==> src/rtl/mac_sched_pkg.sv <==
// mac_sched_pkg: shared constants and types for the MAC scheduler.
//   A_W, B_W, C_W : operand A / operand B / addend-and-result widths
//   MAC_LAT       : MAC pipeline depth in ce-qualified cycles
//   tag_t         : {valid, id} carried alongside each MAC operation
package mac_sched_pkg;

    localparam int A_W      = 27;
    localparam int B_W      = 18;
    localparam int C_W      = 48;
    localparam int MAC_LAT  = 3;

    // Sized for the largest supported requester count (16). Smaller
    // configurations use only the low bits of id.
    localparam int TAG_ID_W = 4;

    typedef struct packed {
        logic                valid;
        logic [TAG_ID_W-1:0] id;
    } tag_t;

endpackage

==> src/rtl/mac_scheduler_rr_arbiter.sv <==
// rr_arbiter: round-robin picker. Searches from ptr+1 (mod NREQ) and grants
// the first asserted request.
//   req       in  NREQ  request vector
//   en        in  1     arbitration enable; no grant when low
//   ptr       in  ID_W  last granted index
//   grant     out NREQ  one-hot grant, or zero
//   grant_id  out ID_W  index of the granted requester
//   any_grant out 1     a grant was issued
module rr_arbiter #(
    parameter  int NREQ = 4,
    localparam int ID_W = (NREQ > 1) ? $clog2(NREQ) : 1
) (
    input  logic [NREQ-1:0] req,
    input  logic            en,
    input  logic [ID_W-1:0] ptr,
    output logic [NREQ-1:0] grant,
    output logic [ID_W-1:0] grant_id,
    output logic            any_grant
);

    int idx;

    always_comb begin
        grant     = '0;
        grant_id  = '0;
        any_grant = 1'b0;
        idx       = 0;
        if (en) begin
            for (int k = 1; k <= NREQ; k++) begin
                idx = (int'(ptr) + k) % NREQ;
                if (!any_grant && req[idx]) begin
                    grant[idx] = 1'b1;
                    grant_id   = ID_W'(idx);
                    any_grant  = 1'b1;
                end
            end
        end
    end

endmodule

==> src/rtl/mac_scheduler.sv <==
// mac_scheduler: shares one pipelined, ce-gated a*b+c MAC among NREQ
// requesters. One round-robin grant per cycle; requester IDs ride a tag
// pipeline matched to the MAC latency and come back with the result on a
// valid/ready response port. Response back-pressure freezes the MAC and the
// tag pipeline together through mac_ce.
//   clk, rst             clock; synchronous active-high reset
//   req_valid/req_ready  per-requester handshake (ready one-hot or zero)
//   req_a/req_b/req_c    packed operands, requester i in slice i
//   mac_ce, mac_a/b/c    MAC clock enable and inputs
//   mac_p                MAC result
//   rsp_valid/rsp_ready  response handshake; rsp_id, rsp_data payload
//   busy                 at least one operation in flight
module mac_scheduler
    import mac_sched_pkg::*;
#(
    parameter  int NREQ = 4,
    localparam int ID_W = (NREQ > 1) ? $clog2(NREQ) : 1
) (
    input  logic                clk,
    input  logic                rst,
    input  logic [NREQ-1:0]     req_valid,
    output logic [NREQ-1:0]     req_ready,
    input  logic [NREQ*A_W-1:0] req_a,
    input  logic [NREQ*B_W-1:0] req_b,
    input  logic [NREQ*C_W-1:0] req_c,
    output logic                mac_ce,
    output logic [A_W-1:0]      mac_a,
    output logic [B_W-1:0]      mac_b,
    output logic [C_W-1:0]      mac_c,
    input  logic [C_W-1:0]      mac_p,
    output logic                rsp_valid,
    input  logic                rsp_ready,
    output logic [ID_W-1:0]     rsp_id,
    output logic [C_W-1:0]      rsp_data,
    output logic                busy
);

    tag_t                tag_q [MAC_LAT];
    tag_t                tag_in;
    logic [ID_W-1:0]     rr_ptr;
    logic [NREQ-1:0]     grant;
    logic [ID_W-1:0]     grant_id;
    logic                any_grant;
    logic                stall;

    assign rsp_valid = tag_q[MAC_LAT-1].valid;
    assign rsp_id    = tag_q[MAC_LAT-1].id[ID_W-1:0];
    assign rsp_data  = mac_p;

    // A held response stalls everything upstream, MAC included.
    assign stall     = rsp_valid & ~rsp_ready;
    assign mac_ce    = ~stall;
    assign req_ready = grant;

    rr_arbiter #(.NREQ(NREQ)) u_arb (
        .req       (req_valid),
        .en        (mac_ce),
        .ptr       (rr_ptr),
        .grant     (grant),
        .grant_id  (grant_id),
        .any_grant (any_grant)
    );

    // Operands are zero when nothing is granted so idle cycles push a clean
    // bubble into the MAC.
    always_comb begin
        mac_a = '0;
        mac_b = '0;
        mac_c = '0;
        if (any_grant) begin
            mac_a = req_a[int'(grant_id)*A_W +: A_W];
            mac_b = req_b[int'(grant_id)*B_W +: B_W];
            mac_c = req_c[int'(grant_id)*C_W +: C_W];
        end
    end

    always_comb begin
        tag_in                = '0;
        tag_in.valid          = any_grant;
        tag_in.id[ID_W-1:0]   = grant_id;
    end

    always_ff @(posedge clk) begin
        if (rst) begin
            for (int s = 0; s < MAC_LAT; s++) begin
                tag_q[s] <= '0;
            end
            rr_ptr <= ID_W'(NREQ - 1);
        end else if (mac_ce) begin
            tag_q[0] <= tag_in;
            for (int s = 1; s < MAC_LAT; s++) begin
                tag_q[s] <= tag_q[s-1];
            end
            if (any_grant) begin
                rr_ptr <= grant_id;
            end
        end
    end

    always_comb begin
        busy = 1'b0;
        for (int s = 0; s < MAC_LAT; s++) begin
            busy = busy | tag_q[s].valid;
        end
    end

endmodule

==> config.mk <==
export PLATFORM = sky130hd
export DESIGN_NAME = mac_scheduler
export DESIGN_NICKNAME = d
export VERILOG_FILES = /design/src/rtl/mac_sched_pkg.sv /design/src/rtl/mac_scheduler_rr_arbiter.sv /design/src/rtl/mac_scheduler.sv
export SDC_FILE = /design/constraint.sdc
export NUM_CORES = 1
export LEC_CHECK = 0
export BUFFER_PORTS_ARGS = -buffer_cell sky130_fd_sc_hd__buf_2
export CORE_AREA = 2 2 226 228
export CTS_BUF_LIST = sky130_fd_sc_hd__clkbuf_4 sky130_fd_sc_hd__clkbuf_8
export DETAILED_ROUTE_END_ITERATION = 7
export DIE_AREA = 0 0 228 230
export GPL_TIMING_DRIVEN = 1
export PLACE_DENSITY = 0.3
export SYNTH_ARGS = -nofsm -noshare
export SYNTH_HDL_FRONTEND = slang
export SYNTH_SLANG_ARGS = --single-unit
export TNS_END_PERCENT = 1
==> constraint.sdc <==
create_clock -name clk -period 6 [get_ports clk]
set_clock_uncertainty 0.2 [all_clocks]
set_input_delay 0.9 -clock clk [delete_from_list [all_inputs] [get_ports clk]]
set_output_delay 0.9 -clock clk [all_outputs]
set_load 0.02 [all_outputs]
==> flow_summary.html <==
<table>
<tr><th>Metric</th><th>Value</th></tr>
<tr><th colspan="2">Logic synthesis</th></tr>
<tr><td>Share of the yosys chip area belonging to registers</td><td>6.79%</td></tr>
<tr><td>Cell accounting for the most synthesized area</td><td>sky130_fd_sc_hd__mux2i_1</td></tr>
<tr><td>Async set-reset flop share out of synthesis</td><td>0%</td></tr>
<tr><td>Syn_nets</td><td>907</td></tr>
<tr><td>Gate Count Post-Synth</td><td>472</td></tr>
<tr><td>Dominant cells by area after synthesis</td><td>sky130_fd_sc_hd__mux2i_1, sky130_fd_sc_hd__o32ai_2, sky130_fd_sc_hd__o32ai_1, sky130_fd_sc_hd__buf_4, sky130_fd_sc_hd__edfxtp_1</td></tr>
<tr><td>Number of different library cells in the post-synthesis netlist</td><td>43</td></tr>
<tr><td>Synth Area per Inst</td><td>9.68 um2</td></tr>
<tr><td>Share of the synthesized area in the top cell type</td><td>41.4%</td></tr>
<tr><td>Most frequently used flop master after synthesis</td><td>sky130_fd_sc_hd__edfxtp_1</td></tr>
<tr><td>Mapped cell area</td><td>4570 um2</td></tr>
<tr><td>Yosys warning count</td><td>0</td></tr>
<tr><td>Number of synthesized register bits</td><td>11</td></tr>
<tr><td>Number of flops mapped to enable cells by yosys</td><td>9</td></tr>
<tr><th colspan="2">Status</th></tr>
<tr><td>Status</td><td>complete, no violations</td></tr>
<tr><th colspan="2">Clock network</th></tr>
<tr><td>Post-CTS setup buffer count</td><td>0</td></tr>
<tr><td>Root buf cell</td><td>sky130_fd_sc_hd__clkbuf_8</td></tr>
<tr><td>Cts repair resizes</td><td>0</td></tr>
<tr><td>Maximum buffer depth of the clock tree</td><td>2</td></tr>
<tr><td>Source-to-sink clock delay at the later pin of the worst-skew pair</td><td>0.24 ns</td></tr>
<tr><td>Quantity of hold-fixing buffers added after cts</td><td>0</td></tr>
<tr><td>Clock tree from TritonCTS</td><td>yes</td></tr>
<tr><td>Total clock buffers created by CTS</td><td>3</td></tr>
<tr><td>Post-CTS clock slew at the launch and capture registers of the worst setup and hold paths</td><td>0.05 ns</td></tr>
<tr><td>Clock Sink Count</td><td>11</td></tr>
<tr><td>Level count of the clock H-tree</td><td>1</td></tr>
<tr><th colspan="2">Worst setup path</th></tr>
<tr><td>Crit. Startpoint</td><td>rr_ptr[1]$_SDFFE_PP1P_</td></tr>
<tr><td>Maximum net fanout on the critical path</td><td>39</td></tr>
<tr><td>Critical path class</td><td>flop to output pin</td></tr>
<tr><td>Family of cells with the greatest summed delay on the critical path</td><td>compound AO/OA/AOI/OAI gates</td></tr>
<tr><td>Standard cell with the maximum stage delay on the critical path</td><td>sky130_fd_sc_hd__a2111oi_1</td></tr>
<tr><td>Critical-path cell list</td><td>inv_1 -&gt; ha_1 -&gt; mux2i_1 -&gt; mux2i_1 -&gt; a2111oi_1 -&gt; o31a_2 -&gt; buf_4 -&gt; o32ai_1 -&gt; buf_2</td></tr>
<tr><td>Category of the worst setup path capture point</td><td>output pin</td></tr>
<tr><td>Critical register-to-register path startpoint</td><td>rr_ptr[1]$_SDFFE_PP1P_</td></tr>
<tr><td>Arrival time at the worst endpoint</td><td>4.07 ns</td></tr>
<tr><td>Slowest stage delay, CP</td><td>0.73 ns</td></tr>
<tr><td>Most numerous cell on the critical path</td><td>sky130_fd_sc_hd__mux2i_1</td></tr>
<tr><td>Worst Path Buf+Inv</td><td>3</td></tr>
<tr><td>Required time of the critical path</td><td>4.90 ns</td></tr>
<tr><td>Startpoint type of the worst setup path</td><td>flop</td></tr>
<tr><th colspan="2">Floorplan</th></tr>
<tr><td>Die Span X</td><td>228 um</td></tr>
<tr><td>Top-level port count</td><td>577</td></tr>
<tr><td>Die height</td><td>230 um</td></tr>
<tr><td>Area of the placeable core</td><td>49900 um2</td></tr>
<tr><td>Row count</td><td>82</td></tr>
<tr><td>Area of the die</td><td>52400 um2</td></tr>
<tr><td>Starting utilization of the core area</td><td>9.16%</td></tr>
<tr><th colspan="2">Route</th></tr>
<tr><td>1st-pass router iterations</td><td>4</td></tr>
<tr><td>Number of DRC markers after the initial detailed-route iteration</td><td>210</td></tr>
<tr><td>Vias post-DR</td><td>5525</td></tr>
<tr><td>Post-route DRC</td><td>0</td></tr>
<tr><td>Ratio of routed vias to standard cells</td><td>3.60</td></tr>
<tr><td>Remaining number of nets flagged by the antenna check after routing</td><td>0</td></tr>
<tr><td>Average detailed-routed wire length per instance</td><td>15.9 um</td></tr>
<tr><td>Total length of routed wires</td><td>24.4 mm</td></tr>
<tr><th colspan="2">STA</th></tr>
<tr><td>Setup Viol. Count Final</td><td>0</td></tr>
<tr><td>Unrepaired setup endpoints after global routing</td><td>false</td></tr>
<tr><td>Tightest slew margin relative to the limit</td><td>38.7%</td></tr>
<tr><td>Final worst path period need</td><td>5.17 ns</td></tr>
<tr><td>Least-Margin Pin Slew</td><td>0.918 ns</td></tr>
<tr><td>Final-report max-slew violation count</td><td>0</td></tr>
<tr><td>Peak clock frequency supported by timing</td><td>193 MHz</td></tr>
<tr><td>Post-route fraction of the period consumed by the critical path</td><td>86.2%</td></tr>
<tr><td>Sum Neg Setup Slack</td><td>0 ns</td></tr>
<tr><td>Final hold viol count</td><td>0</td></tr>
<tr><th colspan="2">Power</th></tr>
<tr><td>Leakage dissipation</td><td>3.41 nW</td></tr>
<tr><td>Power density cells</td><td>474 nW/um2</td></tr>
<tr><td>Overall power after layout</td><td>3.46 mW</td></tr>
<tr><td>Maximum vdd ir drop</td><td>313 uV</td></tr>
<tr><th colspan="2">Global routing</th></tr>
<tr><td>Global Route Usage Sum</td><td>8.49%</td></tr>
<tr><td>First-pass GRT wire length</td><td>34.8 mm</td></tr>
<tr><td>Residual overflow from global routing</td><td>0</td></tr>
<tr><td>Vias in the first global route</td><td>5666</td></tr>
<tr><td>Largest net degree at the start of global routing</td><td>86</td></tr>
<tr><td>Antenna violations before repair</td><td>2</td></tr>
<tr><th colspan="2">Placed design</th></tr>
<tr><td>Placed wire-length estimate</td><td>20.1 mm</td></tr>
<tr><td>Number of buffers inserted by port buffering</td><td>480</td></tr>
<tr><td>RD Place Congestion</td><td>0.860</td></tr>
<tr><th colspan="2">Final layout</th></tr>
<tr><td>Layout area overhead</td><td>59.8%</td></tr>
<tr><td>NumNets Final</td><td>1298</td></tr>
<tr><td>Share of post-route cells with drive strength above 1</td><td>62.5%</td></tr>
<tr><td>Post-layout utilization of the core</td><td>14.6%</td></tr>
<tr><th colspan="2">Min path</th></tr>
<tr><td>Hold path startpoint</td><td>tag_q[0][0]$_SDFFCE_PN0P_</td></tr>
<tr><td>Tightest Hold Check Type</td><td>flop to flop</td></tr>
<tr><th colspan="2">Job</th></tr>
<tr><td>Number of maximum-capacitance constraint violations</td><td>0</td></tr>
</table>
-- registers in the layout, summed over array words and instances, names as in the netlist --
| name | cells |
|---|---|
| tag_q | 9 |
| rr_ptr | 2 |
-- final cells by class --
type,instances,area (um2)
fill,5823,42600
multi-input combinational,350,3520
timing repair buffer,494,2570
tap,672,841
sequential,11,310
clock buffer,4,48.8
inverter,3,11.3
antenna,1,2.50
-- metrics by stage --
step / setup WS, ns / cells / hold WS (ns) / cell area (um2)
2_1_floorplan: 1.84 / 472 / 0.297 / 4570
3_3_place_gp: 1.17 / 1530 / 0.301 / 7250
3_5_place_dp: 1.07 / 1530 / 0.303 / 7250
4_1_cts: 0.800 / 1534 / 0.315 / 7300
5_1_grt: 0.505 / 1535 / 0.320 / 7300
6_report: 0.830 / 1535 / 0.314 / 7300
-- power breakdown --
group          leakage, nW  internal (mW)  switching [mW]
Clock               0.0262         0.0512          0.0275
Sequential           0.122          0.100          0.0113
Combinational         3.26           1.28            1.99
-- cells in the final DEF, fill, tap and decap left out, drive strengths merged, types with 2 or more instances in the layout --
cell type | netlist | layout
ha | 8 | 8
nor3b | 2 | 2
inv | 3 | 3
nor2b | 2 | 2
clkbuf | 19 | 4
a21oi | 7 | 7
o32ai | 93 | 93
edfxtp | 9 | 9
buf | 89 | 494
and3b | 2 | 2
a222oi | 4 | 4
mux2i | 189 | 189
and2 | 6 | 6
nor2 | 5 | 5
or3b | 3 | 3
mux4 | 2 | 2
a211o | 2 | 2
dfxtp | 2 | 2
nand2 | 7 | 7
-- routing by layer --
metal	track usage [%]	vias to the layer above	wire length, um
li1	-	2652	-
met1	10.2	2594	9810
met2	15.9	245	12800
met3	1.30	32	1310
met4	1.57	2	430
met5	0	-	12
-- cell usage after synthesis (4+ instances only) --
master / instances
sky130_fd_sc_hd__o32ai_2: 33
sky130_fd_sc_hd__mux2i_1: 189
sky130_fd_sc_hd__edfxtp_1: 9
sky130_fd_sc_hd__ha_1: 8
sky130_fd_sc_hd__nand2_1: 7
sky130_fd_sc_hd__buf_2: 15
sky130_fd_sc_hd__nor2_1: 5
sky130_fd_sc_hd__clkbuf_1: 19
sky130_fd_sc_hd__and2_1: 6
sky130_fd_sc_hd__a21oi_1: 7
sky130_fd_sc_hd__a222oi_1: 4
sky130_fd_sc_hd__buf_4: 67
sky130_fd_sc_hd__o32ai_1: 60
-- kinds of logic after synthesis --
family,count (synthesis),share of synthesized area (%)
and+or+nand+nor,34,4.30
buffers and inverters,111,16.8
DFF,11,6.79
AOI/OAI and AO/OA,117,27.5
adders and majority gates,8,2.19
muxes,191,42.4
-- worst paths after layout --
| kind | to | slack [ns] | cells after the start |
|---|---|---|---|
| hold / removal | tag_q[0][5]$_SDFFCE_PN0P_ | 0.31 | 1 |
| hold reg to reg | tag_q[0][5]$_SDFFCE_PN0P_ | 0.31 | 1 |
| setup / recovery | mac_c[45] | 0.83 | 9 |
| setup reg to reg | tag_q[0][1]$_SDFFCE_PN0P_ | 2.35 | 8 |
-- worst reg2reg max path, stage by stage (launching register included) --
cell and delay [ns]:
sky130_fd_sc_hd__dfxtp_1 0.56, sky130_fd_sc_hd__inv_1 0.22, sky130_fd_sc_hd__ha_1 0.49, sky130_fd_sc_hd__mux2i_1 0.14, sky130_fd_sc_hd__mux2i_1 0.45, sky130_fd_sc_hd__a2111oi_1 0.19, sky130_fd_sc_hd__o311ai_4 0.37, sky130_fd_sc_hd__buf_4 0.65
sky130_fd_sc_hd__nor2_1 0.10
(Power assumes the default switching activity.)
